### src/rtl/multicycle_control_unit_if.sv
// Bus between the multi-cycle control unit and the datapath it steers.
// The master side is the control unit: it samples the instruction opcode,
// the ALU zero flag and the memory handshake, and drives every datapath
// strobe/select plus the sticky error flags and the debug state.
interface multicycle_control_unit_if #(
  parameter int OPCODE_W = 3
);
  logic [OPCODE_W-1:0] opcode;
  logic                zero;
  logic                mem_ready;

  logic                pc_write;
  logic                ir_write;
  logic                reg_dst;
  logic                reg_write;
  logic                mem_read;
  logic                mem_write;
  logic                mem_to_reg;
  logic                alu_src;
  logic                jump;
  logic                branch_taken;
  logic [1:0]          alu_op;
  logic                illegal_op;
  logic                mem_timeout;
  logic [2:0]          state;

  modport master (
    input  opcode, zero, mem_ready,
    output pc_write, ir_write, reg_dst, reg_write, mem_read, mem_write,
           mem_to_reg, alu_src, jump, branch_taken, alu_op,
           illegal_op, mem_timeout, state
  );

  modport slave (
    output opcode, zero, mem_ready,
    input  pc_write, ir_write, reg_dst, reg_write, mem_read, mem_write,
           mem_to_reg, alu_src, jump, branch_taken, alu_op,
           illegal_op, mem_timeout, state
  );
endinterface

### src/rtl/multicycle_control_unit.sv
// Multi-cycle instruction sequencer: FETCH/DECODE/EXEC/MEM/WB with a
// memory-ready handshake guarded by a wait timer, plus sticky flags for
// illegal opcodes and memory timeouts.
//
// Optional feature macro: BEQ_EN
//   defined   : opcode 7 is BEQ, resolved in the BRANCH state
//   undefined : opcode 7 is illegal and BRANCH behaves like ERROR
//
// state  | meaning
// -------+-----------------------------------------------------------
// IDLE   | post-reset, all strobes low, moves to FETCH next cycle
// FETCH  | instruction read; IR/PC written when mem_ready arrives
// DECODE | opcode captured; NOP/J retire here, illegal -> ERROR
// EXEC   | ALU operation set up for the captured opcode
// MEM    | data access for LW/SW, waits on mem_ready
// WB     | register file write-back
// ERROR  | absorbing, all strobes low, left only through reset
// BRANCH | BEQ resolution using the ALU zero flag
module multicycle_control_unit #(
  parameter int OPCODE_W    = 3,
  parameter int TIMEOUT_W   = 4,
  parameter int MEM_TIMEOUT = 15
) (
  input  logic                        clk,
  input  logic                        reset,
  multicycle_control_unit_if.master   bus
);

  localparam logic [2:0] ST_IDLE   = 3'd0;
  localparam logic [2:0] ST_FETCH  = 3'd1;
  localparam logic [2:0] ST_DECODE = 3'd2;
  localparam logic [2:0] ST_EXEC   = 3'd3;
  localparam logic [2:0] ST_MEM    = 3'd4;
  localparam logic [2:0] ST_WB     = 3'd5;
  localparam logic [2:0] ST_ERROR  = 3'd6;
  localparam logic [2:0] ST_BRANCH = 3'd7;

  localparam logic [2:0] OP_NOP  = 3'd0;
  localparam logic [2:0] OP_LW   = 3'd1;
  localparam logic [2:0] OP_SW   = 3'd2;
  localparam logic [2:0] OP_J    = 3'd3;
  localparam logic [2:0] OP_ADD  = 3'd4;
  localparam logic [2:0] OP_ADDI = 3'd5;
  localparam logic [2:0] OP_SUB  = 3'd6;
  localparam logic [2:0] OP_BEQ  = 3'd7;

  localparam logic [1:0] ALU_ADD   = 2'b00;
  localparam logic [1:0] ALU_SUB   = 2'b01;
  localparam logic [1:0] ALU_ARITH = 2'b10;

  localparam logic [TIMEOUT_W-1:0] TO_LIMIT = TIMEOUT_W'(MEM_TIMEOUT);

  logic [2:0]           state_q;
  logic [2:0]           state_d;
  logic [2:0]           op_q;
  logic [TIMEOUT_W-1:0] wait_cnt_q;
  logic                 illegal_q;
  logic                 timeout_q;
  logic                 set_illegal;
  logic                 set_timeout;

  logic [2:0]           op_lo;
  logic                 op_hi_zero;
  logic                 op_legal;
  logic                 wait_expired;

  logic                 pc_write;
  logic                 ir_write;
  logic                 reg_dst;
  logic                 reg_write;
  logic                 mem_read;
  logic                 mem_write;
  logic                 mem_to_reg;
  logic                 alu_src;
  logic                 jump;
  logic                 branch_taken;
  logic [1:0]           alu_op;

  // Opcode legality: zero-extended, so any set bit above the low three is illegal.
  always_comb begin
    op_lo      = bus.opcode[2:0];
    op_hi_zero = ((bus.opcode >> 3) == '0);
`ifdef BEQ_EN
    op_legal   = op_hi_zero;
`else
    op_legal   = op_hi_zero && (op_lo != OP_BEQ);
`endif
  end

  // Timer has reached its limit while still waiting on memory.
  assign wait_expired = (wait_cnt_q == TO_LIMIT) && !bus.mem_ready;

  // Next-state selection; mem_ready in the limit cycle beats the timeout.
  always_comb begin
    state_d     = state_q;
    set_illegal = 1'b0;
    set_timeout = 1'b0;
    case (state_q)
      ST_IDLE:   state_d = ST_FETCH;
      ST_FETCH: begin
        if (bus.mem_ready) begin
          state_d = ST_DECODE;
        end else if (wait_expired) begin
          state_d     = ST_ERROR;
          set_timeout = 1'b1;
        end
      end
      ST_DECODE: begin
        if (!op_legal) begin
          state_d     = ST_ERROR;
          set_illegal = 1'b1;
        end else if (op_lo == OP_NOP || op_lo == OP_J) begin
          state_d = ST_FETCH;
        end else begin
          state_d = ST_EXEC;
        end
      end
      ST_EXEC: begin
        case (op_q)
          OP_LW, OP_SW:            state_d = ST_MEM;
          OP_ADD, OP_ADDI, OP_SUB: state_d = ST_WB;
`ifdef BEQ_EN
          OP_BEQ:                  state_d = ST_BRANCH;
`endif
          default:                 state_d = ST_ERROR;
        endcase
      end
      ST_MEM: begin
        if (bus.mem_ready) begin
          state_d = (op_q == OP_LW) ? ST_WB : ST_FETCH;
        end else if (wait_expired) begin
          state_d     = ST_ERROR;
          set_timeout = 1'b1;
        end
      end
      ST_WB:     state_d = ST_FETCH;
`ifdef BEQ_EN
      ST_BRANCH: state_d = ST_FETCH;
`endif
      default:   state_d = ST_ERROR;
    endcase
  end

  // State register and opcode capture (opcode only sampled in DECODE).
  always_ff @(posedge clk) begin
    if (reset) begin
      state_q <= ST_IDLE;
      op_q    <= OP_NOP;
    end else begin
      state_q <= state_d;
      if (state_q == ST_DECODE) begin
        op_q <= op_lo;
      end
    end
  end

  // Memory-wait timer: any state change clears it, so it starts at zero on
  // entry to FETCH/MEM; it then counts stalled cycles and parks at the limit.
  always_ff @(posedge clk) begin
    if (reset) begin
      wait_cnt_q <= '0;
    end else if (state_d != state_q) begin
      wait_cnt_q <= '0;
    end else if ((state_q == ST_FETCH || state_q == ST_MEM) &&
                 !bus.mem_ready && (wait_cnt_q != TO_LIMIT)) begin
      wait_cnt_q <= wait_cnt_q + 1'b1;
    end
  end

  // Sticky error flags, cleared only by reset.
  always_ff @(posedge clk) begin
    if (reset) begin
      illegal_q <= 1'b0;
      timeout_q <= 1'b0;
    end else begin
      if (set_illegal) illegal_q <= 1'b1;
      if (set_timeout) timeout_q <= 1'b1;
    end
  end

  // Datapath strobes decoded from state and captured opcode; FETCH, DECODE
  // and BRANCH also look at the live handshake/opcode/zero inputs.
  always_comb begin
    pc_write     = 1'b0;
    ir_write     = 1'b0;
    reg_dst      = 1'b0;
    reg_write    = 1'b0;
    mem_read     = 1'b0;
    mem_write    = 1'b0;
    mem_to_reg   = 1'b0;
    alu_src      = 1'b0;
    jump         = 1'b0;
    branch_taken = 1'b0;
    alu_op       = ALU_ADD;
    case (state_q)
      ST_FETCH: begin
        mem_read = 1'b1;
        ir_write = bus.mem_ready;
        pc_write = bus.mem_ready;
      end
      ST_DECODE: begin
        if (op_legal && op_lo == OP_J) begin
          jump     = 1'b1;
          pc_write = 1'b1;
        end
      end
      ST_EXEC: begin
        case (op_q)
          OP_LW, OP_SW: begin
            alu_src = 1'b1;
            alu_op  = ALU_ADD;
          end
          OP_ADD, OP_SUB: alu_op = ALU_ARITH;
          OP_ADDI: begin
            alu_src = 1'b1;
            alu_op  = ALU_ARITH;
          end
`ifdef BEQ_EN
          OP_BEQ: alu_op = ALU_SUB;
`endif
          default: ;
        endcase
      end
      ST_MEM: begin
        alu_src   = 1'b1;
        mem_read  = (op_q == OP_LW);
        mem_write = (op_q == OP_SW);
      end
      ST_WB: begin
        reg_write = 1'b1;
        case (op_q)
          OP_LW: mem_to_reg = 1'b1;
          OP_ADD, OP_SUB: begin
            reg_dst = 1'b1;
            alu_op  = ALU_ARITH;
          end
          OP_ADDI: begin
            alu_src = 1'b1;
            alu_op  = ALU_ARITH;
          end
          default: ;
        endcase
      end
`ifdef BEQ_EN
      ST_BRANCH: begin
        alu_op       = ALU_SUB;
        branch_taken = bus.zero;
        pc_write     = bus.zero;
      end
`endif
      default: ;
    endcase
  end

`ifndef BEQ_EN
  // Without branches the zero flag has no consumer.
  logic unused_zero;
  assign unused_zero = bus.zero;
`endif

  assign bus.pc_write     = pc_write;
  assign bus.ir_write     = ir_write;
  assign bus.reg_dst      = reg_dst;
  assign bus.reg_write    = reg_write;
  assign bus.mem_read     = mem_read;
  assign bus.mem_write    = mem_write;
  assign bus.mem_to_reg   = mem_to_reg;
  assign bus.alu_src      = alu_src;
  assign bus.jump         = jump;
  assign bus.branch_taken = branch_taken;
  assign bus.alu_op       = alu_op;
  assign bus.illegal_op   = illegal_q;
  assign bus.mem_timeout  = timeout_q;
  assign bus.state        = state_q;

endmodule

### src/flat_wrapper.sv
// flat-port wrapper written by rule: the top's interface ports become plain ports
module multicycle_control_unit_flat 
#(
  parameter int OPCODE_W    = 3,
  parameter int TIMEOUT_W   = 4,
  parameter int MEM_TIMEOUT = 15
)
  (clk, reset, bus_opcode, bus_zero, bus_mem_ready, bus_pc_write, bus_ir_write, bus_reg_dst, bus_reg_write, bus_mem_read, bus_mem_write, bus_mem_to_reg, bus_alu_src, bus_jump, bus_branch_taken, bus_alu_op, bus_illegal_op, bus_mem_timeout, bus_state);
  multicycle_control_unit_if #(.OPCODE_W(OPCODE_W)) bus_i ();
  input  logic clk;
  input  logic reset;
  input wire logic [$bits(bus_i.opcode)-1:0] bus_opcode;
  input wire logic [$bits(bus_i.zero)-1:0] bus_zero;
  input wire logic [$bits(bus_i.mem_ready)-1:0] bus_mem_ready;
  output wire logic [$bits(bus_i.pc_write)-1:0] bus_pc_write;
  output wire logic [$bits(bus_i.ir_write)-1:0] bus_ir_write;
  output wire logic [$bits(bus_i.reg_dst)-1:0] bus_reg_dst;
  output wire logic [$bits(bus_i.reg_write)-1:0] bus_reg_write;
  output wire logic [$bits(bus_i.mem_read)-1:0] bus_mem_read;
  output wire logic [$bits(bus_i.mem_write)-1:0] bus_mem_write;
  output wire logic [$bits(bus_i.mem_to_reg)-1:0] bus_mem_to_reg;
  output wire logic [$bits(bus_i.alu_src)-1:0] bus_alu_src;
  output wire logic [$bits(bus_i.jump)-1:0] bus_jump;
  output wire logic [$bits(bus_i.branch_taken)-1:0] bus_branch_taken;
  output wire logic [$bits(bus_i.alu_op)-1:0] bus_alu_op;
  output wire logic [$bits(bus_i.illegal_op)-1:0] bus_illegal_op;
  output wire logic [$bits(bus_i.mem_timeout)-1:0] bus_mem_timeout;
  output wire logic [$bits(bus_i.state)-1:0] bus_state;
  assign bus_i.opcode = bus_opcode;
  assign bus_i.zero = bus_zero;
  assign bus_i.mem_ready = bus_mem_ready;
  assign bus_pc_write = bus_i.pc_write;
  assign bus_ir_write = bus_i.ir_write;
  assign bus_reg_dst = bus_i.reg_dst;
  assign bus_reg_write = bus_i.reg_write;
  assign bus_mem_read = bus_i.mem_read;
  assign bus_mem_write = bus_i.mem_write;
  assign bus_mem_to_reg = bus_i.mem_to_reg;
  assign bus_alu_src = bus_i.alu_src;
  assign bus_jump = bus_i.jump;
  assign bus_branch_taken = bus_i.branch_taken;
  assign bus_alu_op = bus_i.alu_op;
  assign bus_illegal_op = bus_i.illegal_op;
  assign bus_mem_timeout = bus_i.mem_timeout;
  assign bus_state = bus_i.state;
  multicycle_control_unit #(.OPCODE_W(OPCODE_W), .TIMEOUT_W(TIMEOUT_W), .MEM_TIMEOUT(MEM_TIMEOUT)) u_core (.clk(clk), .reset(reset), .bus(bus_i));
endmodule
### config.mk
export PLATFORM = sky130hd
export DESIGN_NAME = multicycle_control_unit_flat
export DESIGN_NICKNAME = d
export VERILOG_FILES = /design/src/rtl/multicycle_control_unit_if.sv /design/src/rtl/multicycle_control_unit.sv /design/src/flat_wrapper.sv
export SDC_FILE = /design/constraint.sdc
export NUM_CORES = 1
export LEC_CHECK = 0
export ABC_AREA = 1
export BUFFER_PORTS_ARGS = -buffer_cell sky130_fd_sc_hd__buf_2
export CAP_MARGIN = 15
export CORE_MARGIN = 4
export CORE_UTILIZATION = 45
export CTS_CLUSTER_DIAMETER = 100
export CTS_CLUSTER_SIZE = 14
export DETAILED_ROUTE_END_ITERATION = 8
export PLACE_DENSITY_LB_ADDON = 0.2
export SYNTH_ARGS = -nofsm -noshare
export SYNTH_HDL_FRONTEND = slang
export SYNTH_SLANG_ARGS = --single-unit
### constraint.sdc
create_clock -name clk -period 1.25 [get_ports clk]
set_input_delay 0.0625 -clock clk [delete_from_list [all_inputs] [get_ports clk]]
set_output_delay 0.0625 -clock clk [all_outputs]
set_load 0.01 [all_outputs]
# After elaboration in Yosys (flattened, before gate mapping)
# Cells that the tools add are included.
[op_classes] shifts=0 n_mux=29 n_bitwise=0 eq_ne=15 n_lt_le_gt_ge=0 div_mod_pow=0 addsub=1 multipliers=0 reduce_logical=17
[op_table] cell="1-bit two-way mux" count=16
[op_table] cell="3-bit == test (second input constant)" count=5
[op_table] cell="3-bit two-way mux" count=5
[op_table] cell="3-bit case mux with 5 select lines" count=1
[op_table] cell="3-bit by 2-bit == test with 1-bit output (second input constant)" count=4
[op_table] cell="2-bit OR reduction" count=6
[op_table] cell="3-bit by 1-bit == test with 1-bit output (second input constant)" count=2
[op_table] cell="3-bit logical NOT" count=2
[op_table] cell="2-bit two-way mux" count=3
[op_table] cell="3-bit OR reduction" count=2
[op_table] cell="4-bit by 1-bit adder with 4-bit output (second input constant)" count=1
[op_table] cell="4-bit == test (second input constant)" count=1
[op_table] cell="1-bit logical AND" count=4
[op_table] cell="4-bit != test (second input constant)" count=1
[op_table] cell="1-bit case mux with 2 select lines" count=2
[op_table] cell="2-bit case mux with 2 select lines" count=1
[op_table] cell="3-bit != test" count=1
[op_table] cell="3-bit != test (second input constant)" count=1
[op_table] cell="1-bit case mux with 3 select lines" count=1
[op_table] cell="1-bit logical OR" count=2
[op_table] cell="1-bit logical NOT" count=1
[word_totals] ramBits=0 out_inout_bits=17 inputBits=7 latch_bits=0 romBits=0 elab_cells=67 ff_bits=12 n_memories=0

# Depth between registers and ports, before layout
[depth] depth_word=7 depth_mapped=11 mapped_depth_nobuf=11

# Least setup slack after synthesis
# No wires, ideal clock.
[synth_path] path_type="register to register" from="register u_core.state_q[2], in the netlist u_core.bus.state[2]" to="register u_core.wait_cnt_q[2]" setup_slack_ns=-0.048 arrival_time_ns=1.183 stages_incl_launch_ff=12 path_buffers=0 required_time_ns=1.135 synth_period_minus_slack_ns=1.298 setup_time_ns=0.115 cell_sequence="dfxtp_1 > inv_2 > nand3_1 > inv_2 > nand2_1 > nand2_1 > nor2_2 > nand2_1 > nand2_1 > nand2_1 > nand3_2 > nor2_1"
[synth_via] elab_chain_cells=5 word_cells_on_any_way=16 classes_between="eq/ne (6); mux (4); reduce/logical (6)"
[synth_rtl] element="start: declaration" line="multicycle_control_unit.sv:53" source="logic [2:0] state_q;"
[synth_rtl] element="start signal: assignment" line="multicycle_control_unit.sv:150" source="state_q <= state_d;"
[synth_rtl] element="3-bit == test, or another cell as far along" line="multicycle_control_unit.sv:98" source="case (state_q)"
[synth_rtl] element="2-bit OR reduction (no source line), or another cell as far along"
[synth_rtl] element="3-bit case mux with 5 select lines" line="multicycle_control_unit.sv:98"
[synth_rtl] element="3-bit != test" line="multicycle_control_unit.sv:162" source="end else if (state_d != state_q) begin"
[synth_rtl] element="2-bit OR reduction (no source line)"
[synth_rtl] element="end signal: assignment" line="multicycle_control_unit.sv:166" source="wait_cnt_q <= wait_cnt_q + 1'b1;"
[synth_rtl] element="end: declaration" line="multicycle_control_unit.sv:56" source="logic [TIMEOUT_W-1:0] wait_cnt_q;"
# Several ways; a longest one is shown, not always the timed one.
# A chain may end at the register's enable or synchronous reset.

# Final worst setup path
[layout_path] from="register u_core.state_q[1], in the netlist u_core.bus.state[1]" to="register u_core.wait_cnt_q[2]"
# The elaborated chain is that of the path after synthesis.

==> flow_summary.toml <==
[synth]
synth_common_cells = "nand2_1 (22), nor2_1 (22), inv_1 (18)"
synth_top_cell_area_share_pct = 29.86
yosysWarnings = 0
synth_area_per_cell_um2 = 6.189
synth_largest_area_cell = "dfxtp_1"
ys_seq_area_share_pct = 29.86
ys_types = 24
synth.area.top_cells = "dfxtp_1 (30%), nand2_1 (10%), nor2_1 (10%), inv_1 (8.4%), nand3_1 (7.5%)"
ys_ff_latch = 12
ys.flop_type = "dfxtp_1"
async_flop_share_pct = 0
synth_area_um2 = 804.5
syn_inst = 130
synth_edf_count = 0

[power]
p_per_area_nw_per_um2 = 2229
ir_worst_vdd_uv = 1419
p_leak_nw = 0.6825
fin_total_pwr_mw = 3.155

[global_routing]
grt_overflow = 0
grt_pass1_wl_mm = 4.284
grt_pass1_vias = 981
grt_max_degree = 8
grt_use_total_pct = 22.54
antenna_found_initial = 0

[detailed_routing]
drcViolationCount = 0
num_vias = 1094
drt_iter0_drc = 21
ant_nets = 0
viasPerCell = 5.136
dr.pass1.iters = 4
wl_per_cell_um = 13.76
finalWirelength_mm = 2.931

[floorplanning]
die_h_um = 50.28
coreArea_um2 = 1708
start_util_pct = 47.11
dieArea_um2 = 2528
ios = 24
die_w_um = 50.28
row_count = 15

[sta]
tns_ps = -2093
max_freq_mhz = 672.6
rsz0062_at_grt = "true"
drv_slew = 0
period_minus_slack_ps = 1487
setup_slack_ps = -236.8
finalSetupViolCount = 15
hold_viol = 0
fin_crit_sh_pct = 118.9
finClkSkew_ps = 1.565

[clock_tree]
clk_pin_slew_ps = 90
clockRootBuffer = "clkbuf_4"
numCtsBuffers = 3
cts_num_sinks = 12
holdBufCountCts = 0
htree_levels = 1
tritoncts = "yes"
clock_latency_ps = 290
clockBufferDepth = 2

[placed_design]
numPortBuffers = 20
place_congestion = 0.8676
placed_area_um2 = 1116
dp_slack_ps = -151.9
post-dp-hpwl_mm = 1.698
placedCellCount = 199

[critical_path]
reg2reg_to = "u_core.wait_cnt_q[2]"
crit_path_end_kind = "flip-flop"
cp.arrival_ps = 1720
cp-startpoint = "u_core.bus.state[1]"
worstSetupPathType = "flip-flop to flip-flop"
required_ps = 1480
crit_path_max_fanout = 4
crit_path_start_kind = "flip-flop"
ff2ff_path_depth = 10
r2r_setup_slack_ps = -240
r2r-start = "u_core.bus.state[1]"
crit_end = "u_core.wait_cnt_q[2]"

[final_layout]
final_cells = 213
seqCellArea_um2 = 260.3
drive_gt1_share_pct = 54.79
insertedDiodeCount = 0
final_nets = 197
multi_input_area_um2 = 606.8
area_growth_pct = 75.89
fillers = 99
stdcell_area_um2 = 1415

[min_path]
hold_depth = 2
hold_path.class = "primary input to flip-flop"

[outcome]
outcome = "finished with violations"
violations = "negative setup slack"

[flow_run]
drv_cap = 0
-- cell usage in the layout (no fill, tap or decap), types with 2 or more instances in the layout --
cell / n
o21ai_0: 2
xnor2_1: 2
conb_1: 2
nand2_1: 18
nor2_4: 2
clkbuf_4: 3
a21oi_1: 8
inv_4: 3
buf_2: 20
inv_2: 4
nor2_2: 4
buf_6: 4
a21oi_2: 2
dfxtp_2: 4
dfxtp_1: 4
nand4_1: 2
buf_4: 31
o21ai_1: 4
nand3_4: 3
nand2_2: 3
o21ai_2: 2
nor2_1: 18
inv_1: 13
nand3_1: 9
nand3_2: 3
dfxtp_4: 4
nand2_4: 2
-- how the worst min path moves through the flow --
| stage | end | start | slack [ps] |
|---|---|---|---|
| after CTS | u_core.bus.state[2] | reset | 8 |
| final | u_core.bus.state[2] | reset | 3 |
| after global placement | u_core.bus.state[0] | reset | 320 |
| after floorplan | u_core.bus.state[0] | reset | 120 |
| after global routing | u_core.bus.state[2] | reset | 20 |
| after detailed placement | u_core.bus.state[2] | reset | 310 |
-- through the flow --
stage	hold WS [ps]	util, %
finish	2.699	82.86
global route	16.30	82.86
CTS	7.899	77.22
detailed placement	311.2	65.35
global placement	315.1	65.35
floorplan	124.2	-
-- routing by layer --
| metal | global-route usage [%] | routed length [um] | part of all wire (%) |
|---|---|---|---|
| met1 | 26.91 | 1184 | 40 |
| met2 | 36.52 | 1423 | 49 |
| met3 | 4.748 | 232 | 7.9 |
| met4 | 13.82 | 91 | 3.1 |
| met5 | 0 | 0 | 0 |
-- critical path, stage by stage, from the launching register on --
cell and delay, ps:
dfxtp_4 400, buf_6 110, nand2_4 50, nor2_4 90, buf_4 130, nand3_1 80, nand2_1 90, o21ai_0 90
nor2_1 120, nand3_2 120, nor2_1 120
-- repair_timing --
item,CTS,global route
setup buffers,7,3
endpoints found under the hold margin,0,0
resized for setup,37,24
pin swaps,8,4
setup endpoints to repair,14,19
-- cells by family after synthesis --
family / Yosys count / synth area share [%]
and+or+nand+nor: 66 / 37.01
buffers and inverters: 24 / 12.13
AOI/OAI and AO/OA: 23 / 15.71
DFF: 12 / 29.86
xor gates and xnor gates: 3 / 3.267
adders and majority gates: 1 / 1.555
other: 1 / 0.4661
-- flip-flops by register name, summed over array words and instances, names as in the netlist --
| register | cells |
|---|---|
| u_core.op_q | 3 |
| u_core.bus.illegal_op | 1 |
| u_core.wait_cnt_q | 4 |
| u_core.bus.state | 3 |
| u_core.bus.mem_timeout | 1 |
-- layout make-up --
class,instances,share of cell area [%]
Sequential cell,12,18.39
Inverter,22,7.250
Clock buffer,4,2.564
Tap cell,25,2.210
Timing Repair Buffer,55,26.70
Multi-Input combinational cell,95,42.88
-- power breakdown --
part / switching [mW] / internal, mW
Sequential: 0.200 / 0.507
Clock: 0.164 / 0.178
Combinational: 1.11 / 0.993
Total: 1.48 / 1.68
Power figures use the tool's default switching activity.
